File: config.mk
export PLATFORM = sky130hd
export DESIGN_NAME = ram512_stream_loader
export DESIGN_NICKNAME = d
export VERILOG_FILES = /design/src/rtl/ram512_stream_loader.sv
export SDC_FILE = /design/constraint.sdc
export NUM_CORES = 1
export LEC_CHECK = 0
export BUFFER_PORTS_ARGS = -buffer_cell sky130_fd_sc_hd__buf_2
export CAP_MARGIN = 0
export CORE_MARGIN = 2
export CORE_UTILIZATION = 47
export DETAILED_ROUTE_END_ITERATION = 8
export PLACE_DENSITY_LB_ADDON = 0.15
export SLEW_MARGIN = 20
export SYNTH_ARGS = -nofsm -noshare
export SYNTH_HDL_FRONTEND = slang
export SYNTH_SLANG_ARGS = --single-unit
File: constraint.sdc
create_clock -name clk -period 2.95 [get_ports clk]
set_clock_uncertainty 0.05 [all_clocks]
set_input_delay 0.295 -clock clk [delete_from_list [all_inputs] [get_ports clk]]
set_output_delay 0.295 -clock clk [all_outputs]
set_load 0.01 [all_outputs]
File: src/rtl/ram512_stream_loader.sv
// Stream loader for RAM512. A fill command writes a run of consecutive words
// taken from a valid/ready input stream. A dump command reads a run of words
// and sends them out through one registered valid/ready output stage.
// Addresses wrap modulo the RAM depth.
module ram512_stream_loader #(
    parameter int ADDR_W = 9,
    parameter int DATA_W = 16
) (
    input  logic              clk,
    input  logic              reset,
    input  logic              cmd_valid,
    output logic              cmd_ready,
    input  logic              cmd_write,
    input  logic [ADDR_W-1:0] cmd_base,
    input  logic [ADDR_W:0]   cmd_len,
    input  logic [DATA_W-1:0] s_data,
    input  logic              s_valid,
    output logic              s_ready,
    output logic [DATA_W-1:0] m_data,
    output logic              m_valid,
    input  logic              m_ready,
    output logic              busy,
    output logic              done,
    output logic              ram_load,
    output logic [ADDR_W-1:0] ram_address,
    output logic [DATA_W-1:0] ram_in,
    input  logic [DATA_W-1:0] ram_out
);

    typedef enum logic [1:0] {IDLE, FILL, DUMP, DRAIN} state_t;

    localparam logic [ADDR_W-1:0] ADDR_ONE = 1;
    localparam logic [ADDR_W:0]   REM_ONE  = 1;

    state_t            state_q, state_d;
    logic [ADDR_W-1:0] addr_q, addr_d;
    logic [ADDR_W:0]   rem_q, rem_d;
    logic [DATA_W-1:0] m_data_q, m_data_d;
    logic              m_valid_q, m_valid_d;
    logic              done_q, done_d;

    logic fill_beat;
    logic capture;

    // A fill beat writes the RAM on the same edge that moves the address forward.
    // A dump capture loads the output register whenever that register is free or is being drained.
    assign fill_beat = (state_q == FILL) && s_valid;
    assign capture   = (state_q == DUMP) && (!m_valid_q || m_ready);

    // Next-state logic: command decode, address/remaining-count stepping, output register.
    always_comb begin
        state_d   = state_q;
        addr_d    = addr_q;
        rem_d     = rem_q;
        m_data_d  = m_data_q;
        m_valid_d = m_valid_q;
        done_d    = 1'b0;
        case (state_q)
            IDLE: begin
                if (cmd_valid) begin
                    addr_d = cmd_base;
                    rem_d  = cmd_len;
                    if (cmd_len == '0) begin
                        done_d = 1'b1;
                    end else begin
                        state_d = cmd_write ? FILL : DUMP;
                    end
                end
            end
            FILL: begin
                if (fill_beat) begin
                    addr_d = addr_q + ADDR_ONE;
                    rem_d  = rem_q - REM_ONE;
                    if (rem_q == REM_ONE) begin
                        state_d = IDLE;
                        done_d  = 1'b1;
                    end
                end
            end
            DUMP: begin
                if (capture) begin
                    m_data_d  = ram_out;
                    m_valid_d = 1'b1;
                    addr_d    = addr_q + ADDR_ONE;
                    rem_d     = rem_q - REM_ONE;
                    if (rem_q == REM_ONE) begin
                        state_d = DRAIN;
                    end
                end
            end
            DRAIN: begin
                if (m_valid_q && m_ready) begin
                    m_valid_d = 1'b0;
                    state_d   = IDLE;
                    done_d    = 1'b1;
                end
            end
            default: state_d = IDLE;
        endcase
    end

    // State register. Reset drops any command in flight but leaves the RAM contents alone.
    always_ff @(posedge clk or posedge reset) begin
        if (reset) begin
            state_q   <= IDLE;
            addr_q    <= '0;
            rem_q     <= '0;
            m_data_q  <= '0;
            m_valid_q <= 1'b0;
            done_q    <= 1'b0;
        end else begin
            state_q   <= state_d;
            addr_q    <= addr_d;
            rem_q     <= rem_d;
            m_data_q  <= m_data_d;
            m_valid_q <= m_valid_d;
            done_q    <= done_d;
        end
    end

    assign cmd_ready   = (state_q == IDLE);
    assign busy        = (state_q != IDLE);
    assign s_ready     = (state_q == FILL);
    assign done        = done_q;
    assign m_data      = m_data_q;
    assign m_valid     = m_valid_q;
    assign ram_load    = fill_beat && !reset;
    assign ram_address = addr_q;
    assign ram_in      = s_data;

endmodule

==> qor.csv <==
stage;metric;value;unit
synthesis;Yosys warning total;0;
power;maximum vdd ir drop;0.000629;V
floorplanning;effective utilization at floorplan;49.0;%
global_routing;vias in the first global route;1721;
route;starting DRC count in detailed routing;67;
clock_network;count of H-tree levels built during CTS;2;
worst_setup_path;category of the worst setup path capture point;flop;
route;DRC errors left;0;
worst_setup_path;Critical-path top delay cell;sky130_fd_sc_hd__or4_4;
synthesis;netlist area before placement;2330;sq um
cells_and_area;post-synthesis to final-layout area growth;17.1;%
power;Sw Pwr;1.46;mW
sta;max_slew headroom;52.7;%
cells_and_area;highest-count cells in the layout ignoring fill and taps;sky130_fd_sc_hd__buf_2, sky130_fd_sc_hd__dfrtp_1, sky130_fd_sc_hd__nand2_1;
route;number of iterations in the first detailed-routing pass;4;
place;global placer's final weighted congestion;0.795;
power;share of power burned in registers;30.7;%
sta;hold violation total from the final report;0;
clock_network;cells resized by post-CTS repair;0;
cells_and_area;fraction of layout instances using a drive strength above 1;40.5;%
worst_setup_path;count of buffering cells on the critical path with inverters included;1;
clock_network;post-CTS setup repair buffer count;0;
worst_setup_path;top fanout value on the critical path;24;
floorplanning;die height;74.4;microns
power;cell area power density;1250;nW/um^2
sta;number of pins exceeding their max-slew limit in the final report;0;
cells_and_area;number of nets at the end of the flow;353;
place;input/output buffers;71;
global_routing;GRT overflow;0;
power;portion of total power attributed to the clock network;11.8;%
synthesis;Synth Flop Type;sky130_fd_sc_hd__dfrtp_1;
power;Internal Power;1.94;mW
sta;upper clock frequency limit;0.454;GHz
power;leakage power figure;1.24;nW
global_routing;overall fraction of global-route tracks in use;18.8;%
sta;number of setup violations in the final report;0;
floorplanning;Die Outline Area;5540;sq um
route;average routed wire per standard cell;14.0;microns
clock_network;Clock Pin Slew Worst Setup and Hold Paths;0.08;ns
floorplanning;number of placement rows;25;
sta;RSZ-0062 raised after global routing;false;
floorplanning;Die Width;74.4;microns
global_routing;pin count of the biggest net entering global routing;40;
clock_network;hold-fix buffer count after cts;0;
global_routing;global-route wire length before repair;8.05;mm
status;run status;finished clean;
cells_and_area;Inserted Diodes;0;
sta;Total Neg Setup Slack;0;ns
synthesis;Seq cells post-synth;39;
clock_network;total clock buffers created by CTS;5;
power;switching share of power;43.0;%
synthesis;count of flip-flops with a built-in enable after synthesis;0;
clock_network;source-to-sink clock delay at the later pin of the worst-skew pair;0.29;ns
synthesis;Post-synth ARST share;100;%
worst_setup_path;Slowest Stage Delay on Critical Path;0.68;ns
sta;fraction of the cycle the final worst path needs;74.6;%
route;wire length reported by the detailed router;5.00;mm
floorplanning;core region area;4750;sq um
worst_setup_path;Critical Path Start Type;flop;
route;Final ANT Viol Nets;0;
run;count of maximum capacitance violations;0;
worst_setup_path;category of the most critical setup path;reg -> reg;
clock_network;number of clock sinks;39;
route;vias post-DR;1910;
cells_and_area;Layout Utilization;57.4;%
synthesis;synthesized netlist net count;296;
synthesis;number of distinct standard cells referenced by the synthesized netlist;44;
clock_network;TritonCTS clock tree;built;
synthesis;count of mapped cells out of synthesis;231;
power;part of the power in combinational logic;57.5;%
synthesis;top-area cell type share of the netlist area;41.9;%
synthesis;sequential area share after synthesis;41.9;%
floorplanning;Top-Level Pins;104;
synthesis;Synth Area per Inst;10.1;sq um
synthesis;cell type with the highest aggregate area in the netlist;sky130_fd_sc_hd__dfrtp_1;
sta;crit path time final;2.20;ns
worst_setup_path;data arrival time at the worst-slack endpoint;2.30;ns
sta;transition time at the pin with the least slew margin;0.703;ns
worst_setup_path;series of cell instances along the critical path;inv_1 > ha_1 > and3b_4 > or4_4 > o21ai_0 > a211oi_1;
cells_and_area;leading cell type in the layout, fill and taps excluded;sky130_fd_sc_hd__buf_2;
worst_setup_path;family with the most delay on the worst path;simple AND/OR/NAND/NOR gates;
min_path;Hold/Removal Path Class;in -> async;
clock_network;cell at the root of the clock tree;sky130_fd_sc_hd__clkbuf_8;
worst_setup_path;Worst Path Required;3.05;ns
global_routing;number of antenna violations at the first check in global routing;0;
place;Detail Placement HPWL;3.62;mm
synthesis;leading post-synthesis cells by cell area;sky130_fd_sc_hd__dfrtp_1, sky130_fd_sc_hd__mux2_2, sky130_fd_sc_hd__buf_4;
clock_network;buffer levels on the longest clock path;2;
route;via count normalized by instance count;5.37;
-- through the flow --
| stage | total power [mW] | setup slack, ns | hold slack (ns) | std cells | instance area, sq um |
|---|---|---|---|---|---|
| 6_report | 3.40 | 0.748 | 0.0848 | 356 | 2730 |
| 5_1_grt | 3.73 | 0.628 | 0.145 | 356 | 2730 |
| 4_1_cts | 3.45 | 0.747 | 0.104 | 356 | 2730 |
| 3_5_place_dp | 3.02 | 0.745 | 0.426 | 348 | 2630 |
| 3_3_place_gp | 2.97 | 0.817 | 0.422 | 348 | 2630 |
| 2_1_floorplan | 2.55 | 0.884 | 0.396 | 231 | 2330 |
-- synth_stat cells (2+ instances only) --
| cell | number |
|---|---|
| sky130_fd_sc_hd__nand3_1 | 9 |
| sky130_fd_sc_hd__o21ai_0 | 13 |
| sky130_fd_sc_hd__and3_1 | 4 |
| sky130_fd_sc_hd__clkbuf_1 | 6 |
| sky130_fd_sc_hd__a2bb2oi_2 | 5 |
| sky130_fd_sc_hd__nor2_1 | 12 |
| sky130_fd_sc_hd__inv_1 | 7 |
| sky130_fd_sc_hd__nor3_1 | 9 |
| sky130_fd_sc_hd__a21oi_2 | 7 |
| sky130_fd_sc_hd__o22ai_1 | 5 |
| sky130_fd_sc_hd__dfrtp_1 | 39 |
| sky130_fd_sc_hd__mux2_2 | 16 |
| sky130_fd_sc_hd__o21ai_1 | 2 |
| sky130_fd_sc_hd__buf_6 | 3 |
| sky130_fd_sc_hd__nor2b_1 | 5 |
| sky130_fd_sc_hd__a21oi_1 | 7 |
| sky130_fd_sc_hd__nand2_1 | 17 |
| sky130_fd_sc_hd__a31oi_1 | 3 |
| sky130_fd_sc_hd__nor4_1 | 2 |
| sky130_fd_sc_hd__buf_4 | 16 |
| sky130_fd_sc_hd__o22a_1 | 4 |
| sky130_fd_sc_hd__ha_1 | 8 |
| sky130_fd_sc_hd__nand4_1 | 3 |
| sky130_fd_sc_hd__a211oi_1 | 2 |
| sky130_fd_sc_hd__mux2i_1 | 4 |
| sky130_fd_sc_hd__nand2b_1 | 5 |
-- sequential cells by signal, indices dropped and copies added (netlist names) --
signal / flops
done: 1
m_data: 16
m_valid: 1
ram_address: 9
rem_q: 10
state_q: 2
-- power groups by stage --
stage / clock [mW] / combinational [mW] / sequential, mW
after floorplan: 0 / 1.44 / 1.11
after global placement: 0 / 1.93 / 1.04
after detailed placement: 0 / 1.97 / 1.05
after CTS: 0.421 / 1.98 / 1.05
after global routing: 0.441 / 2.20 / 1.09
final: 0.403 / 1.96 / 1.05
-- layout make-up --
| type | instances | area (sq um) |
|---|---|---|
| clock inverter | 1 | 7.51 |
| clock buffer | 7 | 96.3 |
| sequential | 39 | 976 |
| multi-input combinational | 159 | 1150 |
| inverter | 7 | 26.3 |
| fill | 448 | 2030 |
| timing repair buffer | 76 | 393 |
| tap | 67 | 83.8 |
-- path summary, 6_finish.rpt --
| kind | startpoint | to | slack, ns | cells past startpoint |
|---|---|---|---|---|
| setup reg to reg | state_q[0]$_DFFE_PP0P_ | ram_address[3]$_DFFE_PP0P_ | 0.75 | 6 |
| max in group asynchronous | reset | ram_address[8]$_DFFE_PP0P_ | 2.40 | 3 |
| min in group clk | ram_out[9] | m_data[9]$_DFFE_PP0P_ | 0.18 | 2 |
| hold / removal | reset | m_data[1]$_DFFE_PP0P_ | 0.08 | 3 |
| hold reg to reg | m_data[13]$_DFFE_PP0P_ | m_data[13]$_DFFE_PP0P_ | 0.45 | 1 |
| setup / recovery | state_q[0]$_DFFE_PP0P_ | ram_address[3]$_DFFE_PP0P_ | 0.75 | 6 |
-- cells by family after synthesis --
family	after synthesis	synth area share, %
compound gates	53	16.8
simple gates	78	18.7
buf+inv	33	8.92
fa+ha+maj	8	4.30
flops	39	41.9
mux	20	9.45
-- per-layer routing --
layer	global-route usage [%]	routed length [microns]	vias up	share of wire, %
li1	-	-	926	-
met1	25.0	2280	909	46
met2	29.5	2340	62	47
met3	4.61	262	13	5.2
met4	7.54	116	0	2.3
met5	0	0	-	0
-- worst min-delay path: stages --
cell and delay, ns:
sky130_fd_sc_hd__buf_2 0.09, sky130_fd_sc_hd__inv_1 0.06, sky130_fd_sc_hd__buf_4 0.43
Power figures use the tool's default switching activity.
